<file path="src/rtl/shift_reg_universal_pkg.sv">
// Shared types and constants for the universal shift register.
package shift_reg_pkg;

    typedef enum logic [1:0] {
        SR_HOLD   = 2'b00,
        SR_LOAD   = 2'b01,
        SR_SHIFT  = 2'b10,
        SR_ROTATE = 2'b11
    } sr_mode_e;

    // Shift direction: toward MSB (ser_in enters bit 0) or toward LSB (ser_in enters MSB).
    localparam logic SR_DIR_MSB = 1'b0;
    localparam logic SR_DIR_LSB = 1'b1;

endpackage

</file>
<file path="src/rtl/shift_reg_universal_if.sv">
// Control/data bundle between a shift register and its user.
interface shift_reg_universal_if #(
    parameter int WIDTH = 4
);
    import shift_reg_pkg::*;

    localparam int CNT_W = $clog2(WIDTH);

    logic             cs;
    sr_mode_e         mode;
    logic             dir;
    logic [WIDTH-1:0] par_in;
    logic             ser_in;
    logic [WIDTH-1:0] par_out;
    logic             ser_out;
    logic [CNT_W-1:0] shift_cnt;
    logic             frame_done;

    modport master (
        output cs, mode, dir, par_in, ser_in,
        input  par_out, ser_out, shift_cnt, frame_done
    );

    modport slave (
        input  cs, mode, dir, par_in, ser_in,
        output par_out, ser_out, shift_cnt, frame_done
    );

endinterface

</file>
<file path="src/rtl/shift_reg_universal_frame_bit_counter.sv">
// Counts shift events modulo WIDTH and strobes once per completed frame.
module frame_bit_counter #(
    parameter int WIDTH = 4
) (
    input  logic                     clk,
    input  logic                     rst,
    input  logic                     clr,
    input  logic                     inc,
    output logic [$clog2(WIDTH)-1:0] cnt,
    output logic                     wrap_pulse
);
    localparam int CNT_W = $clog2(WIDTH);
    localparam logic [CNT_W-1:0] CNT_MAX = CNT_W'(WIDTH - 1);

    logic [CNT_W-1:0] cnt_q;
    logic             wrap_q;

    // Counter and strobe; clr (LOAD) beats a completing shift.
    always_ff @(posedge clk) begin
        if (rst) begin
            cnt_q  <= '0;
            wrap_q <= 1'b0;
        end else if (clr) begin
            cnt_q  <= '0;
            wrap_q <= 1'b0;
        end else if (inc) begin
            if (cnt_q == CNT_MAX) begin
                cnt_q  <= '0;
                wrap_q <= 1'b1;
            end else begin
                cnt_q  <= cnt_q + CNT_W'(1);
                wrap_q <= 1'b0;
            end
        end else begin
            wrap_q <= 1'b0;
        end
    end

    assign cnt        = cnt_q;
    assign wrap_pulse = wrap_q;

endmodule

</file>
<file path="src/rtl/shift_reg_universal.sv">
// Universal shift register: hold, parallel load, shift and rotate in either direction.
module shift_reg_universal
    import shift_reg_pkg::*;
#(
    parameter int               WIDTH     = 4,
    parameter logic [WIDTH-1:0] RESET_VAL = '0
) (
    input logic                  clk,
    input logic                  rst,
    shift_reg_universal_if.slave bus
);
    logic [WIDTH-1:0] par_q;
    logic [WIDTH-1:0] par_d;
    logic             cnt_clr;
    logic             cnt_inc;

    // Next-state decode; cs low or an unknown mode falls back to hold.
    always_comb begin
        par_d   = par_q;
        cnt_clr = 1'b0;
        cnt_inc = 1'b0;
        if (bus.cs) begin
            case (bus.mode)
                SR_LOAD: begin
                    par_d   = bus.par_in;
                    cnt_clr = 1'b1;
                end
                SR_SHIFT: begin
                    cnt_inc = 1'b1;
                    if (bus.dir == SR_DIR_LSB) par_d = {bus.ser_in, par_q[WIDTH-1:1]};
                    else                       par_d = {par_q[WIDTH-2:0], bus.ser_in};
                end
                SR_ROTATE: begin
                    cnt_inc = 1'b1;
                    if (bus.dir == SR_DIR_LSB) par_d = {par_q[0], par_q[WIDTH-1:1]};
                    else                       par_d = {par_q[WIDTH-2:0], par_q[WIDTH-1]};
                end
                default: par_d = par_q;
            endcase
        end
    end

    // Data register.
    always_ff @(posedge clk) begin
        if (rst) par_q <= RESET_VAL;
        else     par_q <= par_d;
    end

    frame_bit_counter #(
        .WIDTH(WIDTH)
    ) u_counter (
        .clk       (clk),
        .rst       (rst),
        .clr       (cnt_clr),
        .inc       (cnt_inc),
        .cnt       (bus.shift_cnt),
        .wrap_pulse(bus.frame_done)
    );

    assign bus.par_out = par_q;
    // Next bit to leave depends on the currently requested direction.
    assign bus.ser_out = (bus.dir == SR_DIR_LSB) ? par_q[0] : par_q[WIDTH-1];

endmodule

</file>
<file path="src/flat_wrapper.sv">
// flat-port wrapper written by rule: the top's interface ports become plain ports
module shift_reg_universal_flat import shift_reg_pkg::*;
#(
    parameter int               WIDTH     = 4,
    parameter logic [WIDTH-1:0] RESET_VAL = '0
)
  (clk, rst, bus_cs, bus_mode, bus_dir, bus_par_in, bus_ser_in, bus_par_out, bus_ser_out, bus_shift_cnt, bus_frame_done);
  shift_reg_universal_if #(.WIDTH(WIDTH)) bus_i ();
  input logic clk;
  input logic rst;
  input wire logic [$bits(bus_i.cs)-1:0] bus_cs;
  input wire logic [$bits(bus_i.mode)-1:0] bus_mode;
  input wire logic [$bits(bus_i.dir)-1:0] bus_dir;
  input wire logic [$bits(bus_i.par_in)-1:0] bus_par_in;
  input wire logic [$bits(bus_i.ser_in)-1:0] bus_ser_in;
  output wire logic [$bits(bus_i.par_out)-1:0] bus_par_out;
  output wire logic [$bits(bus_i.ser_out)-1:0] bus_ser_out;
  output wire logic [$bits(bus_i.shift_cnt)-1:0] bus_shift_cnt;
  output wire logic [$bits(bus_i.frame_done)-1:0] bus_frame_done;
  assign bus_i.cs = bus_cs;
  assign bus_i.mode = bus_mode;
  assign bus_i.dir = bus_dir;
  assign bus_i.par_in = bus_par_in;
  assign bus_i.ser_in = bus_ser_in;
  assign bus_par_out = bus_i.par_out;
  assign bus_ser_out = bus_i.ser_out;
  assign bus_shift_cnt = bus_i.shift_cnt;
  assign bus_frame_done = bus_i.frame_done;
  shift_reg_universal #(.WIDTH(WIDTH), .RESET_VAL(RESET_VAL)) u_core (.clk(clk), .rst(rst), .bus(bus_i));
endmodule
</file>
<file path="config.mk">
export PLATFORM = sky130hd
export DESIGN_NAME = shift_reg_universal_flat
export DESIGN_NICKNAME = d
export VERILOG_FILES = /design/src/rtl/shift_reg_universal_pkg.sv /design/src/rtl/shift_reg_universal_if.sv /design/src/rtl/shift_reg_universal_frame_bit_counter.sv /design/src/rtl/shift_reg_universal.sv /design/src/flat_wrapper.sv
export SDC_FILE = /design/constraint.sdc
export NUM_CORES = 1
export LEC_CHECK = 0
export CAP_MARGIN = 20
export CORE_AREA = 4 4 41 43
export DETAILED_ROUTE_END_ITERATION = 16
export DIE_AREA = 0 0 45 47
export PLACE_DENSITY = 0.73
export SLEW_MARGIN = 15
export SYNTH_ARGS = -nofsm -noshare
export SYNTH_HDL_FRONTEND = slang
export SYNTH_SLANG_ARGS = --single-unit
</file>
<file path="constraint.sdc">
create_clock -name clk -period 3 [get_ports clk]
set_input_delay 0.75 -clock clk [delete_from_list [all_inputs] [get_ports clk]]
set_output_delay 0.75 -clock clk [all_outputs]
set_load 0.02 [all_outputs]
</file>
==> results by stage, run 1 <==
Worst setup path:
- The worst path arrival time is ~2 ns.
- The data required time of the critical path is between 2 and 2.5 ns.
- In this run the worst path has a maximum fanout of 3.
- Traced cell by cell, the critical path runs through clkdlybuf4s50_1, nand2b_1, nand2_1, clkdlybuf4s50_1.
- The endpoint kind of the worst setup timing path is an output pin.
- The critical path startpoint is bus_dir.
- On the critical path, the stage with the largest delay is an instance of sky130_fd_sc_hd__clkdlybuf4s50_1.
- The largest incremental delay on the critical path is ~0.60 ns.
- The worst register-to-register path ends at u_core.u_counter.cnt[0]$_SDFFE_PP0P_.
- For the worst flop-to-flop path, the logic depth is 3.
- The cell repeated most along the worst path is sky130_fd_sc_hd__clkdlybuf4s50_1.
- The critical path class is in -> out.
- In this run the critical register-to-register path is launched from u_core.u_counter.cnt[0]$_SDFFE_PP0P_.
- STA classifies the critical path startpoint as an input port.
- The setup check on the worst reg-to-reg path leaves a slack of 1.92 ns.

Pwr:
- The share of total power dissipated in the clock network is 34.9%.
- The total design power is approximately 0.26 mW.
- The highest ir drop seen on vdd is roughly 230 uV.
- The internal portion of the total power is around 0.19 mW.
- The switching component of the power is ~0.076 mW.
- In this run, flip-flops and latches consume 39.8% of the power.
- In this run the static leakage power is between 0.2 and 0.25 nW.
- Of the total power, the share spent switching nets is 29.1%.
- The combinational share of power is between 20 and 30%.
- For this design the ratio of total power to cell area is 413 nW/um2.

Timing:
- The worst-case hold slack is 0.492 ns.
- The share of the cycle needed by the critical path after routing is a little over 90%.
- At the pin with the least slew margin, the transition time is approximately 0.37 ns.
- The worst pin sits at a relative slew slack of between 70% and 80%.
- For this run, the top clock speed supported by timing is 361 MHz.
- The number of slew-limit violations in the final report is 0.
- The post-route clock skew is 0.00279 ns.
- Setup repair after global routing left no endpoint under its margin.
- Setup violations remaining at the end of the flow were counted as 0.
- The number of endpoints with negative hold slack in the final report is 0.
- Summed over all failing endpoints, the final setup total negative slack is 0 ns.
- The routed design could run at a clock period as short as between 2 and 3 ns.

Yosys:
- The number of different library cells used by synthesis comes to 21.
- The sequential cell area fraction in the yosys report is 33.5%.
- By area the synthesized netlist is led by sky130_fd_sc_hd__dfxtp_1 34%, sky130_fd_sc_hd__a21oi_1 8.4%, sky130_fd_sc_hd__nand2_1 6.3%.
- The average footprint of a synthesized cell is 8.19 um2.
- Counting flops with a built-in enable in the synthesized netlist gives 0.
- The share of the synthesized area in the top cell type is between 30% and 40%.
- The main flop type after synthesis is sky130_fd_sc_hd__dfxtp_1.
- The gate count of the mapped netlist is between 50 and 60.
- When the netlist entered floorplanning its net count stood at 63.
- The fraction of registers with async set or reset after synthesis is 0%.
- Summed over all instances, the cell type with the most area after synthesis is sky130_fd_sc_hd__dfxtp_1.
- The number of synthesized register bits is 7.
- The commonest cells after synthesis are 7 x sky130_fd_sc_hd__a21oi_1, 7 x sky130_fd_sc_hd__dfxtp_1, 7 x sky130_fd_sc_hd__nand2_1, 4 x sky130_fd_sc_hd__inv_1.
- During synthesis, Yosys emitted a total of 0 warnings.
- The mapped netlist covers around 420 um2.

Placed design:
- The HPWL after detailed placement is 800 um.
- At the end of routability-driven placement, the weighted congestion stood at between 0.8 and 0.9.
- The port buffer count is 18.

Run status:
- The flow ran to the end, and the final reports show no timing, DRC or antenna violations.

CTS:
- The total CTS buffers is 3.
- The total of hold buffers inserted after clock tree synthesis is 0.
- The clock root buffer is sky130_fd_sc_hd__clkbuf_4.
- No sink is reached through more buffers than the 2 on the longest clock path.
- The post-CTS setup-driven buffer insertion count is 0.
- Counting every sink on the clock net gives 7.
- TritonCTS built the clock tree.
- Clock-pin slew was measured on the worst setup and hold paths at approximately 0.060 ns.
- The number of gates resized after CTS is 0.
- At the later pin of the worst-skew pair, clock insertion delay measures around 0.26 ns.
- CTS built an H-tree with a depth of 1.

Drt:
- The highest metal layer carrying signal wires in the routed design is met4.
- For this block, wires on met1 add up to between 400 and 500 um.
- In the final routed layout, each cell accounts on average for roughly 12 um.
- For this run, the detailed router's first-pass iteration total came to 3.
- The final routed wirelength across all metal layers is 1010 um.
- The routed via count is approximately 440.
- The DRC violations left is 0.
- The mean number of vias per cell is 5.03.
- The length of routed met2 wiring is 464 um.
- The met3 wire length is a little over 70 um.
- The violation count after the first detailed-routing iteration is 3.
- The number of antenna-violating nets in the routed design is 0.

GRT:
- The via count of the first global-routing pass was approximately 400.
- Entering global routing, the biggest net connects 12 pins.
- The number of antenna violations at the first check in global routing is 0.
- The total global routing overflow is 0.
- The wire length of the first global-routing pass is about 1700 um.
- For this run, the total global-route usage over all layers was measured as 11.0%.

Floorplan:
- The initial core utilization is 32.1%.
- The placeable core area is 1300 um2.
- From left edge to right edge, the die measures 45 um.
- In this run the core area contains 13 standard-cell rows.
- Pin placement for this block handled 19 I/O pins.
- In this run the vertical extent of the chip is ~47 um.
- The die covers roughly 2100 um2.

Layout:
- The fraction of layout instances using a drive strength above 1 is between 8 and 9%.
- The area added between synthesis and finish is 51.2%.
- In the final design database the tool counted 85 nets.
- The count of inserted antenna diode cells is 0.
- The number of fill cells in the layout is about 140.

Job:
- The tool flagged a number of max-cap violations equal to 0.

Min path:
- The start point of the worst min-delay path is u_core.u_counter.cnt[0]$_SDFFE_PP0P_.
- The worst hold path terminates at u_core.u_counter.cnt[0]$_SDFFE_PP0P_.
- The worst min-delay path category is reg -> reg.
- The number of cells on the worst hold path is 2.
sequential cells by signal, indices dropped and copies added, names as in the netlist:
register,count
u_core.bus.par_out,4
u_core.u_counter.cnt,2
u_core.u_counter.wrap_pulse,1
layout by cell type (no fill, tap or decap):
cell / instances
sky130_fd_sc_hd__inv_1: 4
sky130_fd_sc_hd__o21ai_0: 2
sky130_fd_sc_hd__dfxtp_1: 7
sky130_fd_sc_hd__nor3b_1: 1
sky130_fd_sc_hd__nor2_1: 3
sky130_fd_sc_hd__o31a_1: 2
sky130_fd_sc_hd__a221oi_2: 1
sky130_fd_sc_hd__nor2b_1: 2
sky130_fd_sc_hd__a221oi_1: 1
sky130_fd_sc_hd__or2b_1: 1
sky130_fd_sc_hd__o21ai_2: 1
sky130_fd_sc_hd__a22o_1: 2
sky130_fd_sc_hd__clkdlybuf4s50_1: 18
sky130_fd_sc_hd__or3_1: 1
sky130_fd_sc_hd__clkbuf_4: 3
sky130_fd_sc_hd__buf_4: 1
sky130_fd_sc_hd__clkbuf_1: 1
sky130_fd_sc_hd__mux2i_1: 2
sky130_fd_sc_hd__nand2b_1: 3
sky130_fd_sc_hd__a21oi_1: 7
sky130_fd_sc_hd__a32oi_1: 1
sky130_fd_sc_hd__ha_1: 1
sky130_fd_sc_hd__nand2_1: 7
critical path: cells and delay by family:
kind / cells / cell delay, ns
buf+inv: 2 / 1.03
simple gates: 2 / 0.24
worst max-delay path by stage:
stage	slack [ns]	cells after the start	to
3_3_place_gp	0.25	4	bus_ser_out
5_1_grt	0.18	4	bus_ser_out
2_1_floorplan	1.07	3	bus_ser_out
3_5_place_dp	0.23	4	bus_ser_out
6_report	0.23	4	bus_ser_out
4_1_cts	0.23	4	bus_ser_out
per-layer routing:
metal  up-vias  GRT usage, %
met1       199          14.5
met5         -             0
met4         0          7.02
met2        13          16.4
met3         2          2.30
li1        224             -
cell families after synthesis:
| group | after synthesis | share of synthesized area, % |
|---|---|---|
| AO/OA/AOI/OAI | 17 | 29.0 |
| adder cells (fa/ha/maj) | 1 | 2.99 |
| buffers and inverters | 6 | 8.08 |
| multiplexers | 2 | 4.79 |
| AND/OR/NAND/NOR | 18 | 21.6 |
| flip-flops | 7 | 33.5 |
cell type report:
type | instances | area, um2 | area share (%)
tap | 15 | 18.8 | 2.97
sequential | 7 | 140 | 22.2
timing repair buffer | 19 | 188 | 29.7
inverter | 4 | 15.0 | 2.38
multi-input combinational | 38 | 244 | 38.6
clock buffer | 4 | 26.3 | 4.16
per-stage QoR:
step                setup slack (ns)  area, um2  utilization (%)  cells
floorplan                       1.07        418                -     51
detailed placement             0.230        606             46.5     83
finish                         0.229        632             48.6     87
CTS                            0.228        632             48.6     87
global route                   0.178        632             48.6     87
global placement               0.251        606             46.5     83
power by group through the flow:
stage	registers, mW	logic, mW	clock network (mW)
floorplan	0.111	0.0280	0
global placement	0.106	0.0655	0
detailed placement	0.106	0.0665	0
CTS	0.104	0.0666	0.0913
global route	0.105	0.0723	0.0985
finish	0.104	0.0662	0.0911
No activity file was read; power rests on OpenSTA's default activity.
==> inputs of run 2 (changes only) <==
--- a/config.mk
+++ b/config.mk
@@ -7,6 +7,7 @@
 export LEC_CHECK = 0
 export CAP_MARGIN = 20
 export CORE_AREA = 4 4 41 43
+export CTS_CLUSTER_SIZE = 20
 export DETAILED_ROUTE_END_ITERATION = 16
 export DIE_AREA = 0 0 45 47
 export PLACE_DENSITY = 0.73
==> results of run 2 <==
The final DEF is identical to that of run 1; final timing and power are the same.
==> inputs of run 3 (changes only) <==
--- a/config.mk
+++ b/config.mk
@@ -7,10 +7,9 @@
 export LEC_CHECK = 0
 export CAP_MARGIN = 20
 export CORE_AREA = 4 4 41 43
-export CTS_CLUSTER_SIZE = 20
 export DETAILED_ROUTE_END_ITERATION = 16
 export DIE_AREA = 0 0 45 47
-export PLACE_DENSITY = 0.73
+export PLACE_DENSITY = 0.68
 export SLEW_MARGIN = 15
 export SYNTH_ARGS = -nofsm -noshare
 export SYNTH_HDL_FRONTEND = slang
==> constraint.sdc (replaced) <==
create_clock -name clk -period 3.45 [get_ports clk]
set_input_delay 0.8625 -clock clk [delete_from_list [all_inputs] [get_ports clk]]
set_output_delay 0.8625 -clock clk [all_outputs]
set_load 0.02 [all_outputs]
==> run 3 against run 2 <==
Non-clock buffer count down 1; combinational power down 14%; total power shrank 14%; global-route usage hardly changed; via count grew 2.7%; die area is the same; sequential power down 13%; worst setup slack better by 0.049 ns; register-to-register slack better by 0.44 ns; count of clock-buffer cells in the layout is the same; largest power group unchanged; highest routed layer is now met3.
==> results by stage, run 3 (synthesis gave the netlist of run 1 again) <==
GRT:
- The fraction of met2 tracks used by global routing is 18.1% (+1.7 points).
- The global-route usage over all layers is 11.0% (-0.026 points).
- The met1 capacity usage during global routing is 14.4% (-0.099 points).
- The number of antenna violations at the first check in global routing came to 0 (unchanged).
- The met3 track demand over resource in global routing came to 2.30% (unchanged).
- The via count of the first global-routing pass came to 417 (+4.5%).
- The wire length of the first global-routing pass came to 1700 um (+2.1%).
- The peak-usage layer in the global routing report is met2.
- The total global routing overflow came to 0 (unchanged).
- The maximum number of pins on one net before global-route repair is 12 (unchanged).

Drt:
- The violation count after the first detailed-routing iteration is 9 (+6).
- The DRC violations left came to 0 (unchanged).
- The mean number of vias per cell was 5.23 (+3.9%).
- The number of antenna-violating nets in the routed design came to 0 (unchanged).
- The final routed wirelength across all metal layers came to 997 um (-1.1%).
- The routed via count is 450 (+2.7%).
- The first-pass detailed-route iteration total came to 4 (+1).
- The average wire length per cell after detail routing is 11.6 um (about the same).

Worst setup path:
- The critical path class is in -> out.
- The type of origin of the critical path is an input port.
- The worst path arrival time is 2.31 ns (+0.29 ns).
- The endpoint kind of the worst setup timing path is an output pin.
- The largest fanout on the critical path is 8 (+5).
- The largest incremental delay on the critical path was 0.60 ns (about the same).
- The signal on the critical path passes through clkdlybuf4s50_1, nand2b_1, nand2_1, clkdlybuf4s50_1.
- The cell repeated most along the worst path is sky130_fd_sc_hd__clkdlybuf4s50_1.
- The data required time of the critical path came to 2.59 ns (+0.34 ns).
- For this design, the slowest cell found on the critical path is sky130_fd_sc_hd__clkdlybuf4s50_1.

Placed design:
- The port buffer count was 18 (unchanged).
- The weighted congestion reported at the end of routability-driven placement is 0.803 (-1.4%).
- The HPWL after detailed placement came to 750 um (-6.2%).
- The pre-CTS worst setup slack is 0.299 ns (+0.0688 ns).

Timing:
- The worst path needs roughly 3.2 ns of the cycle, external delays included.
- In the finished design, the share of the clock period the worst path needs comes to between 90% and 100%.
- Setup repair after global routing left no endpoint under its margin.
- Derived from the worst setup path, the maximum achievable clock frequency is roughly 320 MHz.
- The total negative slack for setup checks was 0 ns (unchanged).
- The number of slew-limit violations in the final report is 0 (unchanged).
- The worst relative slew slack is 75.1% (-0.42 points).
- The final-report setup violation count was 0 (unchanged).
- The worst-case hold slack is 0.490 ns (-0.00128 ns).
- The number of endpoints with negative hold slack in the final report was 0 (unchanged).
- The measured slew at the worst slew-check pin is 0.373 ns (+0.00630 ns).
- The post-layout worst setup margin came to 0.278 ns (+0.0488 ns).
- The post-route clock skew was 0.00501 ns (+0.00222 ns).

Layout:
- The area added between synthesis and finish is 49.4%.
- The count of inserted antenna diode cells was 0 (unchanged).
- The final layout net count came to 84 (-1.2%).
- Leaving out fill and tap cells, the most frequent cells in the layout are 18 x sky130_fd_sc_hd__clkdlybuf4s50_1, 7 x sky130_fd_sc_hd__nand2_1, 7 x sky130_fd_sc_hd__a21oi_1, 7 x sky130_fd_sc_hd__dfxtp_1, 4 x sky130_fd_sc_hd__inv_1.
- The fraction of layout instances using a drive strength above 1 was 7.04% (-1.3 points).
- The number of flip-flops under the largest register name is 4 (unchanged).
- Leaving out fill and tap cells, the most frequent cell in the layout is sky130_fd_sc_hd__clkdlybuf4s50_1.

CTS:
- The number of gates resized after CTS was 0 (unchanged).
- The maximum buffer depth of the clock tree is 2 (unchanged).
- The post-CTS setup-driven buffer insertion count is 0 (unchanged).
- The clock transition time at the flip-flop clock pins of the worst setup and hold paths is 0.05 ns (about the same).
- The clock net sink count was 7 (unchanged).
- The deepest level of the CTS H-tree came to 1 (unchanged).
- The cell sitting at the root of the clock tree is a sky130_fd_sc_hd__clkbuf_4.
- The total of hold buffers inserted after clock tree synthesis came to 0 (unchanged).
- The clock insertion delay at the later pin of the skew report is 0.25 ns (about the same).
- The TritonCTS clock tree is built.
- The total CTS buffers is 3 (unchanged).

Pwr:
- The static power due to leakage was 0.240 nW (-2.0%).
- The highest ir drop seen on vdd was 182 uV (-21%).
- The total power per unit cell area is 358 nW/um2 (-13%).

Floorplan:
- The number of I/O pins came to 19 (unchanged).
- The initial core utilization is 32.1% (unchanged).
- The floorplan die area is 2120 um2 (unchanged).
- The vertical die dimension came to 47 um (unchanged).
- The number of placement rows is 13 (unchanged).
- The die width is 45 um (unchanged).
- The placeable core area is 1300 um2 (unchanged).

Job:
- The max-cap check violation count came to 0 (unchanged).

Min path:
- The worst min-delay path category is reg -> reg.

Run status:
- The flow ran to the end, and the final reports show no timing, DRC or antenna violations.
run 3: cell types whose count changed in the layout (fill, tap and decap cells not counted):
cell                    previous run  this run
sky130_fd_sc_hd__buf_4             1         0
run 3: cell type report:
cell class / count / area, um2
Clock buffer: 4 / 26.3
Fill cell: 134 / 677
Inverter: 4 / 15.0
Multi-Input combinational cell: 38 / 244
Sequential cell: 7 / 140
Tap cell: 15 / 18.8
Timing Repair Buffer: 18 / 180
run 3: stage by stage:
stage / util (%) / total power, mW / instances / area (um2)
detailed placement: 46.0 / 0.149 / 82 / 598
global route: 48.0 / 0.237 / 86 / 624
floorplan: - / 0.121 / 51 / 418
finish: 48.0 / 0.224 / 86 / 624
CTS: 48.0 / 0.226 / 86 / 624
global placement: 46.0 / 0.149 / 82 / 598
run 3: path summary, 6_finish.rpt:
kind	startpoint	to	slack (ns)	cells past startpoint
hold / removal	u_core.u_counter.cnt[0]$_SDFFE_PP0P_	u_core.u_counter.cnt[0]$_SDFFE_PP0P_	0.49	2
hold reg to reg	u_core.u_counter.cnt[0]$_SDFFE_PP0P_	u_core.u_counter.cnt[0]$_SDFFE_PP0P_	0.49	2
setup reg to reg	u_core.u_counter.cnt[0]$_SDFFE_PP0P_	u_core.u_counter.cnt[0]$_SDFFE_PP0P_	2.36	3
setup / recovery	bus_dir	bus_ser_out	0.28	4
run 3: where the power goes:
part	leakage (nW)	internal [mW]	switching, mW
Sequential	0.0575	0.0856	0.00462
Clock	0.0150	0.0443	0.0321
Combinational	0.167	0.0303	0.0267
Total	0.240	0.160	0.0634
run 3: worst max-delay path, delay by kind of cell:
kind,cells,cell delay (ns)
buffers and inverters,2,1.14
AND/OR/NAND/NOR,2,0.31
run 3: per-layer routing:
layer / vias to the layer above / share of wire [%] / wire, um
li1: 221 / - / -
met1: 206 / 46 / 457
met2: 23 / 46 / 456
met3: 0 / 8.4 / 84
met4: 0 / 0 / 0
met5: - / 0 / 0
